==> src/rtl/bus_address_router.sv <==
// -----------------------------------------------------------------------------
// bus_address_router
//
// Routes single-cycle CPU data-bus requests to one of NUM_TARGETS targets by
// base/mask window decode. One transaction is tracked at a time; the selected
// target's ack/rdata is muxed back to the CPU. Unmapped addresses and targets
// that stay silent for TIMEOUT_CYCLES get an error ack carrying ERR_RDATA.
//
// Optional feature: define BUS_ERROR_LOG_EN to add a sticky capture of the
// address of the first failing request (err_valid / err_addr / err_clear).
//
// Ports
//   clock         in   1        system clock
//   resetn        in   1        synchronous active-low reset
//   cpud_request  in   1        CPU request strobe, single cycle
//   cpud_addr     in   32       CPU address, valid with cpud_request
//   cpud_ack      out  1        transaction complete
//   cpud_error    out  1        with cpud_ack: unmapped address or timeout
//   cpud_rdata    out  32       read data, valid with cpud_ack, else 0
//   tgt_req       out  NT       one-hot request pulse to target i
//   tgt_ack       in   NT       per-target ack
//   err_valid     out  1        [BUS_ERROR_LOG_EN] sticky error-captured flag
//   err_addr      out  32       [BUS_ERROR_LOG_EN] address of first error
//   err_clear     in   1        [BUS_ERROR_LOG_EN] clears err_valid
//   tgt_rdata     in   NT*32    per-target read data, target i at [32*i+:32]
// -----------------------------------------------------------------------------
module bus_address_router #(
    parameter int                          NUM_TARGETS    = 3,
    parameter logic [NUM_TARGETS*32-1:0]   TARGET_BASE    = {32'hE0010000, 32'hE0000000, 32'h0},
    parameter logic [NUM_TARGETS*32-1:0]   TARGET_MASK    = {32'hFFFF0000, 32'hFFFF0000, 32'hFC000000},
    parameter int                          TIMEOUT_CYCLES = 255,
    parameter logic [31:0]                 ERR_RDATA      = 32'hDEADBEEF
) (
    input  logic                      clock,
    input  logic                      resetn,
    input  logic                      cpud_request,
    input  logic [31:0]               cpud_addr,
    output logic                      cpud_ack,
    output logic                      cpud_error,
    output logic [31:0]               cpud_rdata,
    output logic [NUM_TARGETS-1:0]    tgt_req,
    input  logic [NUM_TARGETS-1:0]    tgt_ack,
`ifdef BUS_ERROR_LOG_EN
    output logic                      err_valid,
    output logic [31:0]               err_addr,
    input  logic                      err_clear,
`endif
    input  logic [NUM_TARGETS*32-1:0] tgt_rdata
);

    localparam int SEL_W = (NUM_TARGETS > 1) ? $clog2(NUM_TARGETS) : 1;
    localparam int TW    = $clog2(TIMEOUT_CYCLES + 1);

    typedef enum logic [1:0] {
        S_IDLE,
        S_WAIT,
        S_ERR
    } state_t;

    state_t            state_q, state_d;
    logic [SEL_W-1:0]  sel_q, sel_d;
    logic [TW-1:0]     timer_q, timer_d;

    logic              hit;
    logic [SEL_W-1:0]  dec_sel;
    logic [SEL_W-1:0]  cur_sel;
    logic              cur_ack;
    logic [31:0]       cur_rdata;

    // Window decode. Scanning from the top index down lets the lowest
    // matching index overwrite the others, so the lowest hit wins.
    // NOTE: combinational blocks use blocking '=' and assign every output a
    // default first, so no latch is inferred and later lines see earlier ones.
    always_comb begin
        hit     = 1'b0;
        dec_sel = '0;
        for (int i = NUM_TARGETS - 1; i >= 0; i--) begin
            if (((cpud_addr ^ TARGET_BASE[32*i +: 32]) & TARGET_MASK[32*i +: 32]) == 32'd0) begin
                hit     = 1'b1;
                dec_sel = SEL_W'(i);
            end
        end
    end

    // In IDLE the freshly decoded target is the one that may ack (0-cycle
    // pass-through); afterwards only the registered selection is listened to.
    assign cur_sel = (state_q == S_IDLE) ? dec_sel : sel_q;

    always_comb begin
        cur_ack   = 1'b0;
        cur_rdata = '0;
        for (int i = 0; i < NUM_TARGETS; i++) begin
            if (SEL_W'(i) == cur_sel) begin
                cur_ack   = tgt_ack[i];
                cur_rdata = tgt_rdata[32*i +: 32];
            end
        end
    end

    // Next-state and outputs.
    always_comb begin
        state_d    = state_q;
        sel_d      = sel_q;
        timer_d    = timer_q;
        tgt_req    = '0;
        cpud_ack   = 1'b0;
        cpud_error = 1'b0;
        cpud_rdata = '0;

        case (state_q)
            S_IDLE: begin
                if (cpud_request) begin
                    if (hit) begin
                        for (int i = 0; i < NUM_TARGETS; i++) begin
                            tgt_req[i] = (SEL_W'(i) == dec_sel);
                        end
                        sel_d = dec_sel;
                        if (cur_ack) begin
                            cpud_ack   = 1'b1;
                            cpud_rdata = cur_rdata;
                        end else begin
                            state_d = S_WAIT;
                            timer_d = '0;
                        end
                    end else begin
                        state_d = S_ERR;
                    end
                end
            end

            S_WAIT: begin
                // A target ack in the final timeout cycle takes precedence.
                if (cur_ack) begin
                    cpud_ack   = 1'b1;
                    cpud_rdata = cur_rdata;
                    state_d    = S_IDLE;
                end else if (timer_q == TW'(TIMEOUT_CYCLES - 1)) begin
                    cpud_ack   = 1'b1;
                    cpud_error = 1'b1;
                    cpud_rdata = ERR_RDATA;
                    state_d    = S_IDLE;
                end else if (timer_q != {TW{1'b1}}) begin
                    timer_d = timer_q + 1'b1;
                end
            end

            S_ERR: begin
                cpud_ack   = 1'b1;
                cpud_error = 1'b1;
                cpud_rdata = ERR_RDATA;
                state_d    = S_IDLE;
            end

            default: state_d = S_IDLE;
        endcase

        // Outputs are held quiet for the whole reset cycle, not just after it.
        if (!resetn) begin
            tgt_req    = '0;
            cpud_ack   = 1'b0;
            cpud_error = 1'b0;
            cpud_rdata = '0;
        end
    end

    // NOTE: state registers use non-blocking '<=' so every flop samples the
    // pre-edge values regardless of statement order.
    always_ff @(posedge clock) begin
        if (!resetn) begin
            state_q <= S_IDLE;
            sel_q   <= '0;
            timer_q <= '0;
        end else begin
            state_q <= state_d;
            sel_q   <= sel_d;
            timer_q <= timer_d;
        end
    end

`ifdef BUS_ERROR_LOG_EN
    // The failing request's address is gone by the time a timeout or unmapped
    // error is acked, so it is held from the accepted request.
    logic [31:0] req_addr_q;

    always_ff @(posedge clock) begin
        if (!resetn) begin
            req_addr_q <= '0;
        end else if (state_q == S_IDLE && cpud_request) begin
            req_addr_q <= cpud_addr;
        end
    end

    // A new error in the same cycle as err_clear is captured, not lost.
    always_ff @(posedge clock) begin
        if (!resetn) begin
            err_valid <= 1'b0;
            err_addr  <= '0;
        end else if (cpud_ack && cpud_error && (!err_valid || err_clear)) begin
            err_valid <= 1'b1;
            err_addr  <= req_addr_q;
        end else if (err_clear) begin
            err_valid <= 1'b0;
        end
    end
`endif

endmodule
==> config.mk <==
export PLATFORM = sky130hd
export DESIGN_NAME = bus_address_router
export DESIGN_NICKNAME = d
export VERILOG_FILES = /design/src/rtl/bus_address_router.sv
export SDC_FILE = /design/constraint.sdc
export NUM_CORES = 1
export LEC_CHECK = 0
export BUFFER_PORTS_ARGS = -buffer_cell sky130_fd_sc_hd__clkbuf_2
export CORE_ASPECT_RATIO = 0.9
export CORE_MARGIN = 10
export CORE_UTILIZATION = 35
export CTS_BUF_LIST = sky130_fd_sc_hd__clkbuf_8
export CTS_CLUSTER_SIZE = 25
export DETAILED_ROUTE_END_ITERATION = 7
export GPL_TIMING_DRIVEN = 1
export PLACE_DENSITY = 0.89
export SYNTH_ARGS = -nofsm -noshare
export SYNTH_HDL_FRONTEND = slang
export SYNTH_SLANG_ARGS = --single-unit
==> constraint.sdc <==
create_clock -name clock -period 3.8 [get_ports clock]
set_clock_uncertainty 0.2 [all_clocks]
set_input_delay 0.76 -clock clock [delete_from_list [all_inputs] [get_ports clock]]
set_output_delay 0.76 -clock clock [all_outputs]
set_load 0.03 [all_outputs]
# Yosys cells after proc, flatten, opt, wreduce, memory -nomap -nowiden
# Index checks and enable logic that the tools add are counted.
[classes] eq_ne=16 n_mux=47 reduce_logical=10 bitwise=2 n_addsub=1
[op_table] cell="$mux 32" count=9
[op_table] cell="$logic_not 32->1" count=3
[op_table] cell="$pmux 32 s3" count=1
[op_table] cell="$mux 8" count=6
[op_table] cell="$mux 2" count=9
[op_table] cell="$pmux 8 s2" count=1
[op_table] cell="$mux 1" count=14
[op_table] cell="$mux 3" count=4
[op_table] cell="$ne 2x2->1 const B" count=6
[op_table] cell="$add 8x1->8 const B" count=1
[op_table] cell="$eq 8x8->1 const B" count=1
[op_table] cell="$ne 8x8->1 const B" count=1
[op_table] cell="$reduce_and 7->1" count=1
[op_table] cell="$logic_not 2->1" count=3
[op_table] cell="$ne 3x3->1 const B" count=2
[op_table] cell="$reduce_and 3->1" count=2
[op_table] cell="$eq 1x2->1 const A" count=2
[op_table] cell="$eq 2x2->1 const A" count=2
[op_table] cell="$not 4->4" count=1
[op_table] cell="$pmux 2 s2" count=1
[op_table] cell="$not 3->3" count=1
[op_table] cell="$pmux 1 s3" count=1
[op_table] cell="$eq 2x1->1 const B" count=1
[op_table] cell="$eq 2x2->1 const B" count=1
[op_table] cell="2 further kinds" count=2
[word_totals] reg_bits=12 elab_cells=79

# Logic depth before layout (Yosys ltp)
[depth] ltp_word=15 ltp_mapped=11 ltp_nobuf=9

# Worst setup path before layout
# Ideal clock, no wire load.
[synth_timing] path_kind="input to output" from="in cpud_addr[19]" to="out cpud_rdata[28]" t_arrival_ps=3343 stages=8 path_slack_ps=-503 cell_sequence="or4_1 nor4_4 a21oi_2 mux2i_4 nand2_1 o211ai_1 clkbuf_1 o21ai_0"
[synth_between] elab_chain_len=14 word_cells_on_any_way=24 classes_between="eq/ne: 2; mux: 19; reduce/logical: 3"
[synth_rtl] element="start, declared" line="37" source="input logic [31:0] cpud_addr,"
[synth_rtl] element="$logic_not 32->1" line="78" source="if (((cpud_addr ^ TARGET_BASE[32*i +: 32]) & TARGET_MASK[32*i +: 32]) == 32'd0) begin"
[synth_rtl] element="$mux 2 (3 in a row)" line="78"
[synth_rtl] element="$mux 2" line="87" source="assign cur_sel = (state_q == S_IDLE) ? dec_sel : sel_q;"
[synth_rtl] element="$logic_not 2->1" line="93" source="if (SEL_W'(i) == cur_sel) begin"
[synth_rtl] element="$mux 32 / $mux 1 (equally long branches) (3 in a row)" line="93"
[synth_rtl] element="$mux 32" line="118" source="if (cur_ack) begin"
[synth_rtl] element="$mux 32" line="113" source="if (hit) begin"
[synth_rtl] element="$mux 32" line="112" source="if (cpud_request) begin"
[synth_rtl] element="$pmux 32 s3 *" line="110" source="case (state_q)"
[synth_rtl] element="$mux 32 *" line="158" source="if (!resetn) begin"
[synth_rtl] element="end, declared" line="40" source="output logic [31:0] cpud_rdata,"
# Mark *: on every way between the ends. The rest lies on a longest branch, timed or not.

# Worst setup path in the final report
[layout_timing] from="in cpud_addr[22]" to="out cpud_rdata[27]"
# Same word-level chain as after synthesis.

==> metrics.md <==
| Metric | Value |
|---|---|
| Clock Latency Late Sink | approximately 0.24 ns |
| Total gr overflow | 0 |
| Post-route cell area | 3720 sq um |
| Netlist cell types | 40 |
| Routed length on met2 | around 5400 um |
| Reg clk slew, reported paths | 0.05 ns |
| Routed met3 length | roughly 740 um |
| Die height | 88.49 um |
| Maximum buffer depth of the clock tree | 2 |
| DRT met1 WL | 3357 um |
| DRT iter0 DRCs | 112 |
| Highest metal layer with signal wires | met4 |
| R2R cell count | 12 |
| DP Area | 3274 sq um |
| H-tree Lvls | 1 |
| CTS Buf Count | 3 |
| IO Count | 171 |
| Post-DP HPWL | 7423 um |
| Post-synth EDFFs | 0 |
| Slew HR | 63.88% |
| Core box area | 4955 sq um |
| Syn_nets | 418 |
| Fin util | 75.08% |
| Actual slew at the worst max-slew pin | ~0.54 ns |
| Clock Sinks | 12 |
| PD cells | 144.8 nW/um^2 |
| Internal | around 340 uW |
| Startpoint types | primary input |
| Hold Crit Class | register to register |
| Worst-case vdd ir drop | 0.1153 mV |
| Crit path arrival time | 3.17 ns |
| Max cap viols | 0 |
| Failing checks | negative setup slack |
| Min Clock Period, post-route | slightly above 4 ns |
| NumNets Final | 594 |
| Largest net degree at the start of global routing | 34 |
| Reg2reg end | timer_q[7]$_SDFFE_PN0P_ |
| Total Wirelength | about 9900 um |
| Synth Register Bits | 12 |
| Post-Syn Area per Cell | 6.562 sq um |
| CTS tree | done |
| Antenna Nets Post-Route | 0 |
| CP Capture Type | output port |
| Vias | 2895 |
| Clock power share | 22.1% |
| Seq pwr share | 23.9% |
| Seq/Total Area, Yosys | 13.17% |
| WL/cell | 19.19 um |
| Comb pwr share | 54.1% |
| Switching power | 200.9 uW |
| 1st-pass router iterations | 4 |
| RSZ-0062 raised after global routing | true |
| Root Driver | clkbuf_8 |
| CP Class | primary input to output port |
| Fin. max-slew vios | 0 |
| Switching share of power | 37.31% |
| Initial core utilization | 36.82% |
| CP startpoint | cpud_addr[22] |
| Setup violators final | 34 |
| First-pass GRT wire length | ~14000 um |
| Tcrit/Tclk final | 108.6% |
| Reg2reg start | state_q[1]$_SDFFE_PN0P_ |
| Die area | between 8000 and 9000 sq um |
| Synth warnings | 0 |
| Final WS setup | -0.3252 ns |
| Vias in the first global route | 2995 |
| Layout cell share with drive strength beyond 1 | 53.10% |
| Gp weighted congestion | between 0.8 and 0.9 |
| Vias per inst | approximately 5.6 |
| Crit path capture | cpud_rdata[27] |
| Syn Inst Count | 278 |
| Fin. Hold Viols | 0 |
| Critical path peak fanout | 7 |
| Asr flop ratio synth | 0% |
| Die W | 96.10 um |
| Crit path required time | 2.84 ns |
| Outcome | finished, violations left |
| Max Fclk | 242.4 MHz |
| Post-synth top flop | dfxtp_1 |
| Worst reg-to-reg setup slack | 0.48 ns |
| IO Port Bufs | 154 |
| Leakage | just under 0.002 uW |
| Initial antenna violation count | 0 |
| GRT Total Usage | 20.61% |
| Area of the mapped netlist | 1824 sq um |
| Num rows | 24 |
| DR DRC count | 0 |
| Area Growth Syn to Fin | 103.9% |
| # diodes | 0 |
==> power by group through the flow <==
| stage | Sequential, uW | Combinational, uW | Clock, uW |
|---|---|---|---|
| 2_1_floorplan | 131 | 140 | 0 |
| 6_report | 128 | 291 | 119 |
| 3_3_place_gp | 131 | 232 | 0 |
| 4_1_cts | 128 | 278 | 119 |
| 5_1_grt | 128 | 310 | 127 |
| 3_5_place_dp | 131 | 241 | 0 |
==> per-layer routing <==
metal / global-route usage, % / vias to the layer above
li1: - / 1368
met1: 20.10 / 1370
met2: 40.87 / 124
met3: 4.403 / 33
met4: 7.898 / 0
met5: 0 / -
==> per-stage QoR <==
stage / TNS, ns / power (uW) / hold WS [ns] / std cells / setup WS, ns
after floorplan: -4.852 / 270.5 / 0.2511 / 278 / -0.1742
after global placement: -7.765 / 363.4 / 0.2640 / 509 / -0.2855
after detailed placement: -8.819 / 372.0 / 0.2717 / 509 / -0.3162
after CTS: -8.706 / 525.4 / 0.2880 / 518 / -0.2918
after global routing: -12.93 / 565.8 / 0.3175 / 517 / -0.4277
final: -9.555 / 538.5 / 0.2891 / 517 / -0.3252
==> cells by family (layout without fill, tap and decap cells) <==
family,Yosys count,in the layout,synth area share (%)
mux,35,35,19.89
simple gates,109,109,30.04
flops,12,12,13.17
buf+inv,24,198,4.938
compound gates,92,92,27.85
fa+ha+maj,6,6,4.115
==> area by class of cell <==
class / instances / area, sq um
Clock buffer: 3 / 41.29
Fill cell: 362 / 1235
Inverter: 6 / 22.52
Multi-Input combinational cell: 242 / 1889
Sequential cell: 12 / 240.2
Tap cell: 65 / 81.33
Timing Repair Buffer: 189 / 1445
==> state kept, by name, summed over array words and instances (netlist names) <==
signal,count
timer_q,8
state_q,2
sel_q,2
==> cell usage after synthesis (2+ instances only) <==
master / instances / area share, %
or3b_1: 2 / 0.96
o211ai_1: 2 / 0.82
nand2_1: 18 / 3.7
and2_1: 3 / 1.0
buf_1: 3 / 0.62
a211oi_1: 2 / 0.82
o21ai_1: 3 / 0.82
mux2i_1: 34 / 19
o21ai_0: 28 / 7.7
or4_1: 6 / 2.5
o31ai_1: 2 / 0.82
inv_1: 6 / 1.2
a21oi_1: 45 / 12
dfxtp_1: 12 / 13
nor2b_1: 2 / 0.69
ha_1: 6 / 4.1
and3_1: 4 / 1.4
nor2_1: 51 / 10
clkbuf_1: 15 / 3.1
a31oi_1: 4 / 1.4
nor3_1: 3 / 0.82
nand3_1: 8 / 2.2
and4_1: 2 / 0.96
==> how the worst min path moves through the flow <==
stage	startpoint	to	slack (ns)	cells past startpoint
floorplan	sel_q[0]$_SDFFE_PN0P_	sel_q[0]$_SDFFE_PN0P_	0.25	2
global placement	sel_q[0]$_SDFFE_PN0P_	sel_q[0]$_SDFFE_PN0P_	0.26	2
detailed placement	sel_q[0]$_SDFFE_PN0P_	sel_q[0]$_SDFFE_PN0P_	0.27	2
CTS	sel_q[1]$_SDFFE_PN0P_	sel_q[1]$_SDFFE_PN0P_	0.29	1
global route	sel_q[1]$_SDFFE_PN0P_	sel_q[1]$_SDFFE_PN0P_	0.32	1
finish	sel_q[1]$_SDFFE_PN0P_	sel_q[1]$_SDFFE_PN0P_	0.29	1
==> what timing repair did <==
item	4_1_cts	5_1_grt
setup endpoints to repair	34	34
hold buffers	0	0
pin swaps	7	33
hold endpoints to repair	0	0
gates resized for setup	66	54
gates cloned	1	1
buffers inserted	6	0
==> critical path, stage by stage <==
cell,delay (ns)
clkbuf_2,0.08
or4_4,0.55
nor4_4,0.38
buf_6,0.19
o2bb2ai_4,0.13
nand2_2,0.11
nand2_2,0.09
o211ai_1,0.17
clkbuf_16,0.24
buf_12,0.15
o21ai_4,0.16
buf_8,0.15
==> cells in the final DEF (no fill, tap or decap), drive strengths merged, types with 2 or more instances in the layout <==
cell and count:
a211oi 2, a21oi 46, a31oi 4, and2 3, and3 4, and4 2
buf 62, clkbuf 130, dfxtp 12, ha 6, inv 6, mux2i 35
nand2 19, nand3 8, nand4 2, nor2 51, nor2b 2, nor3 3
nor4 2, o211ai 2, o21ai 31, o31ai 2, or3b 2, or4 7
Power figures use the tool's default switching activity.
